**src/rtl/const_materializer_if.sv**
```systemverilog
// rtl/const_materializer_if.sv - request/instruction handshake bundle for const_materializer
interface const_materializer_if #(
    parameter int CNT_W = 16
) ();
    logic             req_valid_i;
    logic             req_ready_o;
    logic [31:0]      value_i;
    logic [4:0]       rd_i;
    logic             instr_valid_o;
    logic             instr_ready_i;
    logic [31:0]      instr_o;
    logic             last_o;
    logic [CNT_W-1:0] cnt_o;

    // Materializer side: consumes requests, produces instructions.
    modport slave (
        input  req_valid_i,
        output req_ready_o,
        input  value_i,
        input  rd_i,
        output instr_valid_o,
        input  instr_ready_i,
        output instr_o,
        output last_o,
        output cnt_o
    );

    // Requester / instruction consumer side.
    modport master (
        output req_valid_i,
        input  req_ready_o,
        output value_i,
        output rd_i,
        input  instr_valid_o,
        output instr_ready_i,
        input  instr_o,
        input  last_o,
        input  cnt_o
    );
endinterface

```
**src/rtl/const_materializer.sv**
```systemverilog
// rtl/const_materializer.sv - expands a 32-bit constant into a minimal RV32I ADDI / LUI+ADDI sequence
module const_materializer #(
    parameter int CNT_W = 16
) (
    input  logic                 clk_i,
    input  logic                 rst_i,
    const_materializer_if.slave  bus
);
    localparam logic [31:0] NOP_INSTR = 32'h0000_0013;
    localparam logic [6:0]  OP_IMM    = 7'b0010011;
    localparam logic [6:0]  OP_LUI    = 7'b0110111;

    typedef enum logic [1:0] {
        ST_IDLE,
        ST_EMIT1,
        ST_EMIT2
    } state_e;

    state_e           state_q, state_d;
    logic [31:0]      instr_q, instr_d;
    logic [31:0]      addi_q, addi_d;
    logic             valid_q, valid_d;
    logic             last_q, last_d;
    logic [CNT_W-1:0] cnt_q, cnt_d;

    logic [31:0]      first_instr;
    logic [31:0]      second_instr;
    logic             single;
    logic             fits12;
    logic [19:0]      hi;
    logic [11:0]      lo;

    // Classify the incoming constant and build both candidate instructions.
    // hi is rounded up when lo is negative so that LUI+ADDI sums back to value;
    // the 20-bit add wraps on purpose (0x7FFFF800 -> LUI 0x80000, ADDI -2048).
    always_comb begin
        lo           = bus.value_i[11:0];
        hi           = bus.value_i[31:12] + {19'd0, bus.value_i[11]};
        fits12       = (&bus.value_i[31:11]) | ~(|bus.value_i[31:11]);
        first_instr  = NOP_INSTR;
        second_instr = NOP_INSTR;
        single       = 1'b1;
        if (bus.rd_i == 5'd0) begin
            first_instr = NOP_INSTR;
            single      = 1'b1;
        end else if (fits12) begin
            first_instr = {lo, 5'd0, 3'b000, bus.rd_i, OP_IMM};
            single      = 1'b1;
        end else begin
            first_instr  = {hi, bus.rd_i, OP_LUI};
            second_instr = {lo, bus.rd_i, 3'b000, bus.rd_i, OP_IMM};
            single       = (lo == 12'd0);
        end
    end

    // Sequencer next-state and registered-output computation.
    always_comb begin
        state_d = state_q;
        instr_d = instr_q;
        addi_d  = addi_q;
        valid_d = valid_q;
        last_d  = last_q;
        cnt_d   = cnt_q;

        if (valid_q && bus.instr_ready_i) begin
            cnt_d = cnt_q + {{(CNT_W-1){1'b0}}, 1'b1};
        end

        case (state_q)
            ST_IDLE: begin
                if (bus.req_valid_i) begin
                    instr_d = first_instr;
                    addi_d  = second_instr;
                    last_d  = single;
                    valid_d = 1'b1;
                    state_d = ST_EMIT1;
                end
            end
            ST_EMIT1: begin
                if (bus.instr_ready_i) begin
                    if (last_q) begin
                        valid_d = 1'b0;
                        state_d = ST_IDLE;
                    end else begin
                        instr_d = addi_q;
                        last_d  = 1'b1;
                        state_d = ST_EMIT2;
                    end
                end
            end
            ST_EMIT2: begin
                if (bus.instr_ready_i) begin
                    valid_d = 1'b0;
                    state_d = ST_IDLE;
                end
            end
            default: begin
                valid_d = 1'b0;
                state_d = ST_IDLE;
            end
        endcase
    end

    // State and output registers; reset abandons any sequence in flight.
    always_ff @(posedge clk_i) begin
        if (rst_i) begin
            state_q <= ST_IDLE;
            instr_q <= 32'd0;
            addi_q  <= 32'd0;
            valid_q <= 1'b0;
            last_q  <= 1'b0;
            cnt_q   <= '0;
        end else begin
            state_q <= state_d;
            instr_q <= instr_d;
            addi_q  <= addi_d;
            valid_q <= valid_d;
            last_q  <= last_d;
            cnt_q   <= cnt_d;
        end
    end

    assign bus.req_ready_o   = (state_q == ST_IDLE);
    assign bus.instr_valid_o = valid_q;
    assign bus.instr_o       = instr_q;
    assign bus.last_o        = last_q;
    assign bus.cnt_o         = cnt_q;
endmodule

```
**src/flat_wrapper.sv**
```systemverilog
// flat-port wrapper written by rule: the top's interface ports become plain ports
module const_materializer_flat 
#(
    parameter int CNT_W = 16
)
  (clk_i, rst_i, bus_req_valid_i, bus_req_ready_o, bus_value_i, bus_rd_i, bus_instr_valid_o, bus_instr_ready_i, bus_instr_o, bus_last_o, bus_cnt_o);
  const_materializer_if #(.CNT_W(CNT_W)) bus_i ();
  input  logic clk_i;
  input  logic rst_i;
  input wire logic [$bits(bus_i.req_valid_i)-1:0] bus_req_valid_i;
  output wire logic [$bits(bus_i.req_ready_o)-1:0] bus_req_ready_o;
  input wire logic [$bits(bus_i.value_i)-1:0] bus_value_i;
  input wire logic [$bits(bus_i.rd_i)-1:0] bus_rd_i;
  output wire logic [$bits(bus_i.instr_valid_o)-1:0] bus_instr_valid_o;
  input wire logic [$bits(bus_i.instr_ready_i)-1:0] bus_instr_ready_i;
  output wire logic [$bits(bus_i.instr_o)-1:0] bus_instr_o;
  output wire logic [$bits(bus_i.last_o)-1:0] bus_last_o;
  output wire logic [$bits(bus_i.cnt_o)-1:0] bus_cnt_o;
  assign bus_i.req_valid_i = bus_req_valid_i;
  assign bus_req_ready_o = bus_i.req_ready_o;
  assign bus_i.value_i = bus_value_i;
  assign bus_i.rd_i = bus_rd_i;
  assign bus_instr_valid_o = bus_i.instr_valid_o;
  assign bus_i.instr_ready_i = bus_instr_ready_i;
  assign bus_instr_o = bus_i.instr_o;
  assign bus_last_o = bus_i.last_o;
  assign bus_cnt_o = bus_i.cnt_o;
  const_materializer #(.CNT_W(CNT_W)) u_core (.clk_i(clk_i), .rst_i(rst_i), .bus(bus_i));
endmodule
```
**config.mk**
```make
export PLATFORM = sky130hd
export DESIGN_NAME = const_materializer_flat
export DESIGN_NICKNAME = d
export VERILOG_FILES = /design/src/rtl/const_materializer_if.sv /design/src/rtl/const_materializer.sv /design/src/flat_wrapper.sv
export SDC_FILE = /design/constraint.sdc
export NUM_CORES = 1
export LEC_CHECK = 0
export ABC_CLOCK_PERIOD_IN_PS = 2000
export CORE_AREA = 5 5 105 107
export DETAILED_ROUTE_END_ITERATION = 10
export DIE_AREA = 0 0 110 112
export PLACE_DENSITY = 0.57
export REMOVE_ABC_BUFFERS = 1
export SLEW_MARGIN = 20
export SYNTH_ARGS = -nofsm -noshare
export SYNTH_HDL_FRONTEND = slang
export SYNTH_SLANG_ARGS = --single-unit
export TNS_END_PERCENT = 100
```
**constraint.sdc**
```tcl
create_clock -name clk_i -period 2 [get_ports clk_i]
set_input_delay 0.4 -clock clk_i [delete_from_list [all_inputs] [get_ports clk_i]]
set_output_delay 0.4 -clock clk_i [all_outputs]
set_load 0.03 [all_outputs]
```
==> run metrics, run 1 <==
switching share of power about a third; CP startpoint bus_rd_i[0]; slew at the pin closest to its max-slew limit 0.509 ns; Cells after Synth 398; Final Critical Period 1.92 ns; Psw 0.00112 W; area delta synth->final 52.6%; # clock sinks 65; DP Wirelength 8290 um; Die Y-Extent approximately 110 um; R2R setup slack about 0.29 ns; ant diodes 0; IO Pins between 90 and 100; total gr overflow 0; Rel. slew slack 66.0%; die width ~110 um; maximum vdd drop between 0.0003 and 0.0004 V; Hold Path Depth 2; internal power between 0.002 and 0.0025 W; router iterations before antenna repair 5; FP Rows 37; Final setup viols 0; final wirelength 10800 um; Final Net Count 592; clock share of power between 30% and 40%; CTS root buf clkbuf_8; final-report hold violation count 0; Worst R2R Path Depth 6; Pleak between 2 and 2.5 nW; CP Max Fanout 5; Hold Crit Class in -> reg; syn_area_per_cell about 8.5 sq um; Seq/Total Area, Yosys 38.6%; vias in the first global route 3410; critical path type in -> reg; Filler cells 995; FF+latch count, synth between 60 and 70; Avg WL per Cell about 16 um; CP Data Required Time 2.24 ns; GPL Wtd Cong about 0.84; layout cells sized above 1 a little over a fifth; FF-to-FF Start u_core.bus.cnt_o[2]$_SDFFE_PP0P_; cell area after synthesis 3370 sq um; TritonCTS buffer count 9; hold_sp rst_i; Sequential Power Share 42.5%; status finished clean; Crit. End Element flip-flop; fmax 520 MHz; Final Skew roughly 0.011 ns; Max clock buf depth 2; TritonCTS clock tree yes; crit path launch type primary input; Arr. time, crit path about 2.2 ns; fin cells 688; Clock Latency Late Sink 0.35 ns; RSZ-0062 raised after global routing yes; Cells after DPL 669; drt initial violations 245; largest net degree at the start of global routing 25; first-pass GRT wire length approximately 17000 um; Synth cell types 54; Max-cap violations 0; die area between 10000 and 15000 sq um; Initial Util about a third; gr usage total between 10% and 20%; Worst Hold End u_core.bus.instr_o[29]$_SDFFE_PP0P_; Power Density between 600 and 700 nW/um^2; Synth Warn # 0; Max Slew Vio Count 0; port buffer count between 80 and 90; Logic pwr share 26.6%; Final Cycle Share a little over nine tenths; initial antenna violation count 0; core area 10000 sq um; Final Util 51.2%; reg2reg end u_core.bus.cnt_o[15]$_SDFFE_PP0P_; via count 3485; final antenna-violating net count 0; drt via density around 5; CTS clock-pin slew for the worst setup and hold paths roughly 0.080 ns; htree depth 3; post-route DRC violation count 0
-- how the worst max path moves through the flow --
| stage | slack, ns | endpoint | cells past startpoint |
|---|---|---|---|
| floorplan | -0.33 | u_core.bus.instr_o[15]$_SDFFE_PP0P_ | 5 |
| global placement | -0.60 | u_core.bus.instr_o[14]$_SDFFE_PP0P_ | 10 |
| detailed placement | -0.65 | u_core.bus.instr_o[14]$_SDFFE_PP0P_ | 10 |
| CTS | 0.009 | u_core.bus.instr_o[16]$_SDFFE_PP0P_ | 6 |
| global route | -0.02 | u_core.bus.instr_o[25]$_SDFFE_PP0P_ | 7 |
| finish | 0.08 | u_core.bus.instr_o[19]$_SDFFE_PP0P_ | 7 |
-- stage by stage --
stage               instance area, sq um  hold slack, ns  setup WS [ns]  power [W]  TNS [ns]
CTS                                 5080           0.366        0.00889    0.00342         0
floorplan                           3230           0.423         -0.335    0.00188     -5.45
global placement                    4870           0.436         -0.603    0.00236    -19.64
detailed placement                  4870           0.440         -0.647    0.00237    -21.43
finish                              5140           0.368         0.0785    0.00340         0
global route                        5140           0.389        -0.0194    0.00355   -0.0278
-- layer usage --
| metal | vias up | wire length, um | GRT usage [%] |
|---|---|---|---|
| met1 | 1649 | 4720 | 22.8 |
| met3 | 10 | 579 | 3.94 |
| met5 | - | 0 | 0 |
| li1 | 1727 | - | - |
| met4 | 0 | 110 | 4.32 |
| met2 | 99 | 5380 | 29.4 |
-- synthesized netlist by cell type (all sizes together) --
cell type  instances  area share (%)
a2111oi            1            0.45
a211o              2            0.52
a211oi            11             3.0
a21o               1            0.22
a21oi             25             3.7
a221oi             2            0.89
a222oi             6             1.8
a22oi             15             3.3
a311o              1            0.30
a311oi             2            0.52
a31oi              1            0.19
a41o               1            0.33
a41oi              1            0.48
and2               1            0.19
and3               7             1.3
and4               1            0.26
buf               12             2.6
clkbuf            15             1.7
conb               1            0.11
dfxtp             65              39
ha                 4             1.5
inv                7            0.78
mux2i              2            0.59
nand2             37             4.1
nand2b             2            0.37
nand3             20             3.0
nand4              8             1.5
nor2              64             7.5
nor2b              3            0.56
nor3               6             1.5
nor3b              2            0.45
nor4              10             2.7
nor4b              1            0.26
o211a              1            0.30
o211ai             7             2.2
o21ai              9             1.3
o21bai             5             1.1
o22ai              1            0.19
o41ai              1            0.48
or2                1            0.19
or3                5            0.93
or4                1            0.22
xnor2             12             3.1
xor2              18             4.7
-- power by group through the flow --
stage | logic [W] | clock network [W] | registers (W)
after floorplan | 0.000286 | 0 | 0.00159
after global placement | 0.000891 | 0 | 0.00147
after detailed placement | 0.000897 | 0 | 0.00147
after CTS | 0.000903 | 0.00107 | 0.00144
after global routing | 0.000969 | 0.00113 | 0.00145
final | 0.000904 | 0.00105 | 0.00144
-- cell type report --
class	instances	area [sq um]	area share, %
multi-input cells	300	1960	38.1
flip-flops and latches	65	1300	25.3
inverters	7	26.3	0.511
well taps	136	170	3.31
clock buffers	10	138	2.68
clock inverters	6	43.8	0.851
repair buffers	164	1510	29.3
-- cell families after synthesis --
family / Yosys count / share of synthesized area [%]
compound gates: 93 / 21.3
flops: 65 / 38.6
xor+xnor: 30 / 7.80
mux: 2 / 0.594
other cells: 1 / 0.111
fa+ha+maj: 4 / 1.48
simple gates: 169 / 25.1
buf+inv: 34 / 5.01
-- registers in the layout (all words and copies together), names as in the netlist --
| register | count |
|---|---|
| u_core.bus.instr_o | 27 |
| u_core.bus.cnt_o | 16 |
| u_core.addi_q | 18 |
| u_core.state_q | 2 |
| u_core.bus.last_o | 1 |
| u_core.bus.instr_valid_o | 1 |
-- placed cells by master (no fill, tap or decap), types with 3 or more instances in the layout --
cell and n:
a211oi_1 6, nand2_1 37, inv_1 7, ha_1 3
nand3_1 20, a22oi_1 15, clkinvlp_4 4, dfxtp_1 65
xor2_1 18, a211oi_2 5, nor4_1 6, dlymetal6s2s_1 11
or3_1 5, nor3_1 3, nor2b_1 3, clkbuf_8 10
buf_12 3, o211ai_2 4, buf_4 71, and3_1 7
nand4_1 8, nor2_1 60, a21oi_1 25, o211ai_1 3
dlygate4sd2_1 9, o21bai_1 5, a222oi_1 6, o21ai_0 9
xnor2_1 11, clkdlybuf4s50_1 68
-- worst max-delay path, stage by stage --
cell	delay [ns]
clkdlybuf4s50_1	0.43
or4_4	0.52
nor2_4	0.21
nor4_4	0.08
buf_6	0.14
a222oi_1	0.29
nor2_1	0.08
-- repair_timing --
item	CTS	global route
setup buffers	3	0
hold buffers	0	0
resized for setup	13	18
pin swaps	4	9
endpoints found under the hold margin	0	0
setup endpoints to repair	34	35
gates cloned	0	0
Power figures use the tool's default switching activity.
==> run 2, diff against run 1 <==
--- a/config.mk
+++ b/config.mk
@@ -6,9 +6,9 @@
 export NUM_CORES = 1
 export LEC_CHECK = 0
 export ABC_CLOCK_PERIOD_IN_PS = 2000
-export CORE_AREA = 5 5 105 107
+export CORE_AREA = 2 2 102 104
 export DETAILED_ROUTE_END_ITERATION = 10
-export DIE_AREA = 0 0 110 112
+export DIE_AREA = 0 0 104 106
 export PLACE_DENSITY = 0.57
 export REMOVE_ABC_BUFFERS = 1
 export SLEW_MARGIN = 20
==> run metrics, run 2 (synthesis results as in run 1) <==
post-route DRC violation count 0; drt initial violations 200; GPL Wtd Cong 0.878; CP startpoint bus_value_i[30]; post-route setup TNS 0 ns; ant diodes 0; drt via density 5.08; CP delay by family, top buffers and inverters; Avg WL per Cell 15.1 um; Crit. End Element flip-flop; commonest non-fill, non-tap cell in the layout buf_4; router iterations before antenna repair 5; Worst path slowest cell clkdlybuf4s50_1; Final Net Count 597; die area 11000 sq um; Multi-input gate area 2040 sq um; Final Skew 0.0114 ns; vias in the first global route between 3000 and 4000; Psw around 0.0011 W; crit path launch type primary input; Filler cells ~950; FF-to-FF Start u_core.state_q[1]$_SDFFE_PP0P_; CTS clock-pin slew for the worst setup and hold paths 0.08 ns; fmax 518 MHz; Hold Crit Class reg -> reg; # clock sinks 65; Max-cap violations 0; internal power between 0.002 and 0.003 W; clock share of power 37.0%; maximum vdd drop 0.000355 V; port buffer count 89; Die Y-Extent 106 um; Clock Latency Late Sink around 0.34 ns; max reg flops 27; Critical Path Max Stage Delay between 0.5 and 0.6 ns; initial antenna violation count 0; CP Data Required Time around 2.2 ns; Final Cycle Share 96.5%; buffer and inverter count on the worst path 3; via count 3519; core area 10000 sq um; Final Critical Period 1.93 ns; DP Wirelength 7780 um; die width approximately 100 um; htree depth 3; gr usage total 18.9%; Initial Util about a third; Logic pwr share 24.8%; total gr overflow 0; Rel. slew slack 60.0%; Arr. time, crit path 2.16 ns; Max Slew Vio Count 0; most used cell, CP nor4_4; TritonCTS buffer count 9; final wirelength 10500 um; Seq. cell area approximately 1300 sq um; first-pass GRT wire length 16900 um; largest net degree at the start of global routing 30; area delta synth->final 59.1%; IO Pins between 90 and 100; Power Density 705 nW/um^2; total power draw between 0.003 and 0.004 W; FP Rows 37; slew at the pin closest to its max-slew limit 0.600 ns; final antenna-violating net count 0; Sequential Power Share 38.2%; Final setup viols 0; layout cells sized above 1 between 20% and 30%; TritonCTS clock tree yes; Max clock buf depth 2; critical path, cell by cell clkdlybuf4s50_1 > buf_6 > nand4_1 > nor4_4 > nor4_4 > buf_4 > a222oi_1 > nor2_1; hold_sp u_core.addi_q[18]$_SDFFE_PP0P_; most frequent cells in the layout buf_4, clkdlybuf4s50_1, dfxtp_1; final-report hold violation count 0; switching share of power roughly 29%; critical path type in -> reg; CTS root buf clkbuf_8; hold buffer count at cts 0; Pleak 2.23 nW; CP Max Fanout 6; status finished clean
==> run 2: worst register-to-register path: stages (launching register included) <==
cell and delay, ns:
dfxtp_1 0.46, nand2b_1 0.39, o21ai_0 0.21, buf_4 0.18
a211o_1 0.26, o22ai_1 0.11
==> run 2: repair_timing <==
action	CTS	global route
pin swaps	8	15
buffers inserted	9	5
cloned	0	1
gates resized for setup	17	34
setup endpoints to repair	39	37
endpoints found under the hold margin	0	0
==> run 2: power by group through the flow <==
stage	sequential (W)	clock (W)	combinational, W
floorplan	0.00159	0	0.000286
global placement	0.00147	0	0.000897
detailed placement	0.00147	0	0.000905
CTS	0.00144	0.00143	0.000908
global route	0.00145	0.00149	0.00101
finish	0.00144	0.00140	0.000937
==> run 2: final cells by class <==
cell class                 instances  share of cell area (%)
multi-input combinational        300                    38.0
timing repair buffer             169                    29.4
sequential                        65                    24.3
tap                              136                    3.17
clock buffer                      10                    2.57
clock inverter                     6                    2.15
inverter                           7                   0.490
==> run 2: path summary, 6_finish.rpt <==
| check | end | slack (ns) | cells past startpoint |
|---|---|---|---|
| worst max register to register | u_core.bus.instr_o[28]$_SDFFE_PP0P_ | 0.31 | 5 |
| worst min register to register | u_core.addi_q[18]$_SDFFE_PP0P_ | 0.46 | 2 |
| worst max-delay path | u_core.bus.instr_o[15]$_SDFFE_PP0P_ | 0.07 | 8 |
| worst min-delay path | u_core.addi_q[18]$_SDFFE_PP0P_ | 0.46 | 2 |
==> run 2: through the flow <==
step | hold WS, ns | area (sq um) | std cells | setup slack [ns] | utilization (%)
after floorplan | 0.423 | 3230 | 372 | -0.335 | -
after global placement | 0.437 | 4830 | 663 | -0.491 | 48.3
after detailed placement | 0.444 | 4830 | 663 | -0.574 | 48.3
after CTS | 0.455 | 5190 | 688 | 0.00276 | 52.0
after global routing | 0.470 | 5360 | 693 | -0.0385 | 53.6
final | 0.455 | 5360 | 693 | 0.0691 | 53.6
==> run 2: routing by layer <==
metal / GRT usage (%) / share of wire, %
met5: 0 / 0
met4: 6.18 / 1.6
met3: 4.17 / 5.1
met2: 33.1 / 50
met1: 23.1 / 43
==> run 3, diff against run 2 <==
--- a/config.mk
+++ b/config.mk
@@ -5,11 +5,10 @@
 export SDC_FILE = /design/constraint.sdc
 export NUM_CORES = 1
 export LEC_CHECK = 0
-export ABC_CLOCK_PERIOD_IN_PS = 2000
-export CORE_AREA = 2 2 102 104
+export CORE_AREA = 2 2 87 89
 export DETAILED_ROUTE_END_ITERATION = 10
-export DIE_AREA = 0 0 104 106
-export PLACE_DENSITY = 0.57
+export DIE_AREA = 0 0 89 91
+export PLACE_DENSITY = 0.76
 export REMOVE_ABC_BUFFERS = 1
 export SLEW_MARGIN = 20
 export SYNTH_ARGS = -nofsm -noshare
==> constraint.sdc (replaced) <==
create_clock -name clk_i -period 1.9 [get_ports clk_i]
set_input_delay 0.38 -clock clk_i [delete_from_list [all_inputs] [get_ports clk_i]]
set_output_delay 0.38 -clock clk_i [all_outputs]
set_load 0.03 [all_outputs]
==> run metrics, run 3 (synthesis results as in run 1) <==
Hold Crit Class in -> reg; R2R setup slack 0.09 ns; DP Wirelength approximately 7900 um; Psw roughly 0.0012 W; die width 89 um; via count 3657; router iterations before antenna repair 6; CP Data Required Time 1.52 ns; FP Rows 31; final-report hold violation count 0; layout cells sized above 1 24.3%; Avg WL per Cell 16.2 um; Max Slew Vio Count 0; Final Cycle Share a little over nine tenths; largest net degree at the start of global routing 24; vias in the first global route 3637; Pleak 2.11 nW; first-pass GRT wire length 17300 um; Final Skew 0.00841 ns; most frequent cells in the layout buf_4, dfxtp_1, nor2_1; reg2reg end u_core.bus.instr_o[18]$_SDFFE_PP0P_; Arr. time, crit path 1.48 ns; total power draw 0.00353 W; post-route DRC violation count 0; Final setup viols 0; hold_sp rst_i; IO Pins 92; crit path launch type flip-flop; CTS root buf clkbuf_8; CP Max Fanout 5; initial antenna violation count 0; max reg flops 27; Worst Hold End u_core.addi_q[29]$_SDFFE_PP0P_; Max-cap violations 0; commonest non-fill, non-tap cell in the layout buf_4; Critical Path Max Stage Delay 0.71 ns; ant diodes 0; clock share of power 29.4%; Logic pwr share 27.6%; TritonCTS buffer count 9; RSZ-0062 raised after global routing yes; buffer and inverter count on the worst path 1; Final Net Count 599; post-route setup TNS 0 ns; Max clock buf depth 2; Rel. slew slack 46.4%; drt initial violations 304; Die Y-Extent 91 um; Clock Latency Late Sink 0.35 ns; Power Density about 690 nW/um^2; Worst path slowest cell clkdlybuf4s50_1; maximum vdd drop 0.000368 V; fin cells 658; GPL Wtd Cong around 0.97; Hold Path Depth 2; core area 7140 sq um; htree depth 3; Cells after DPL between 600 and 700; TritonCTS clock tree yes; drt via density ~5.6; die area 8100 sq um; hold buffer count at cts 0; Initial Util 47.2%; final antenna-violating net count 0; port buffer count between 80 and 90; Final Critical Period 1.86 ns; status finished clean; CP delay by family, top buffers and inverters; CTS clock-pin slew for the worst setup and hold paths 0.07 ns; Crit. End Element output port; # clock sinks 65; switching share of power 32.9%; Worst R2R Path Depth 4; critical path, cell by cell clkdlybuf4s50_1; slew at the pin closest to its max-slew limit about 0.80 ns; critical path type reg -> out; gr usage total 27.0%; FF-to-FF Start u_core.state_q[0]$_SDFFE_PP0P_; dpl cell area 4830 sq um; final wirelength 10700 um; WHS 0.418 ns; area delta synth->final 51.5%; Sequential Power Share between 40% and 50%; fmax ~540 MHz; final instance area 5110 sq um; internal power 0.00237 W; total gr overflow 0
## run 3: changes by cell type in the layout (fill, tap and decap cells not counted), moves of 2 or more
cell | before | now
clkinv_4 | 2 | 0
clkinvlp_4 | 1 | 3
nand3_2 | 3 | 0
buf_4 | 74 | 76
clkinv_2 | 0 | 3
bufinv_16 | 3 | 0
dlygate4sd2_1 | 7 | 14
clkbuf_2 | 2 | 7
clkdlybuf4s50_1 | 65 | 60
dlymetal6s2s_1 | 14 | 6
nand3_1 | 17 | 20
## run 3: area by class of cell
cell class	count	area, sq um
clock inverter	7	46.3
inverter	7	26.3
multi-input combinational	300	1960
sequential	65	1300
fill	567	2030
clock buffer	9	124
timing repair buffer	171	1520
tap	99	124
## run 3: routing by layer
| layer | track usage (%) | vias to the layer above | wire length, um |
|---|---|---|---|
| met5 | 0 | - | 0 |
| met4 | 9.83 | 0 | 221 |
| li1 | - | 1738 | - |
| met2 | 45.0 | 163 | 5310 |
| met1 | 33.7 | 1732 | 4450 |
| met3 | 6.09 | 24 | 695 |
## run 3: power groups by stage
stage	Combinational [W]	Sequential, W	Clock (W)
after global routing	0.00104	0.00153	0.00113
final	0.000973	0.00152	0.00104
after global placement	0.000933	0.00155	0
after floorplan	0.000301	0.00167	0
after CTS	0.000964	0.00152	0.00106
after detailed placement	0.000953	0.00155	0
## run 3: metrics by stage
step | setup slack (ns) | utilization (%)
2_1_floorplan | -0.435 | -
3_3_place_gp | -0.633 | 67.7
5_1_grt | -0.0242 | 71.5
3_5_place_dp | -0.685 | 67.7
6_report | 0.0401 | 71.5
4_1_cts | -0.00577 | 71.2
## run 3: worst max path at each step
stage                                      from                             endpoint  slack [ns]  depth (start not counted)
3_3_place_gp                    bus_value_i[11]       u_core.addi_q[21]$_SDFFE_PP0P_       -0.63                         10
3_5_place_dp                    bus_value_i[11]       u_core.addi_q[30]$_SDFFE_PP0P_       -0.68                         10
4_1_cts                         bus_value_i[28]  u_core.bus.instr_o[15]$_SDFFE_PP0P_      -0.006                          8
5_1_grt                         bus_value_i[11]       u_core.addi_q[28]$_SDFFE_PP0P_       -0.02                         11
2_1_floorplan    u_core.state_q[0]$_SDFFE_PP0P_  u_core.bus.instr_o[15]$_SDFFE_PP0P_       -0.43                          5
6_report       u_core.bus.cnt_o[0]$_SDFFE_PP0P_                         bus_cnt_o[0]        0.04                          1
## run 3: timing repair
item	in CTS	in global routing
cloned	0	0
gates resized for setup	32	24
buffers inserted	6	2
hold endpoints to repair	0	0
pin swaps	10	7
setup endpoints to repair	40	31
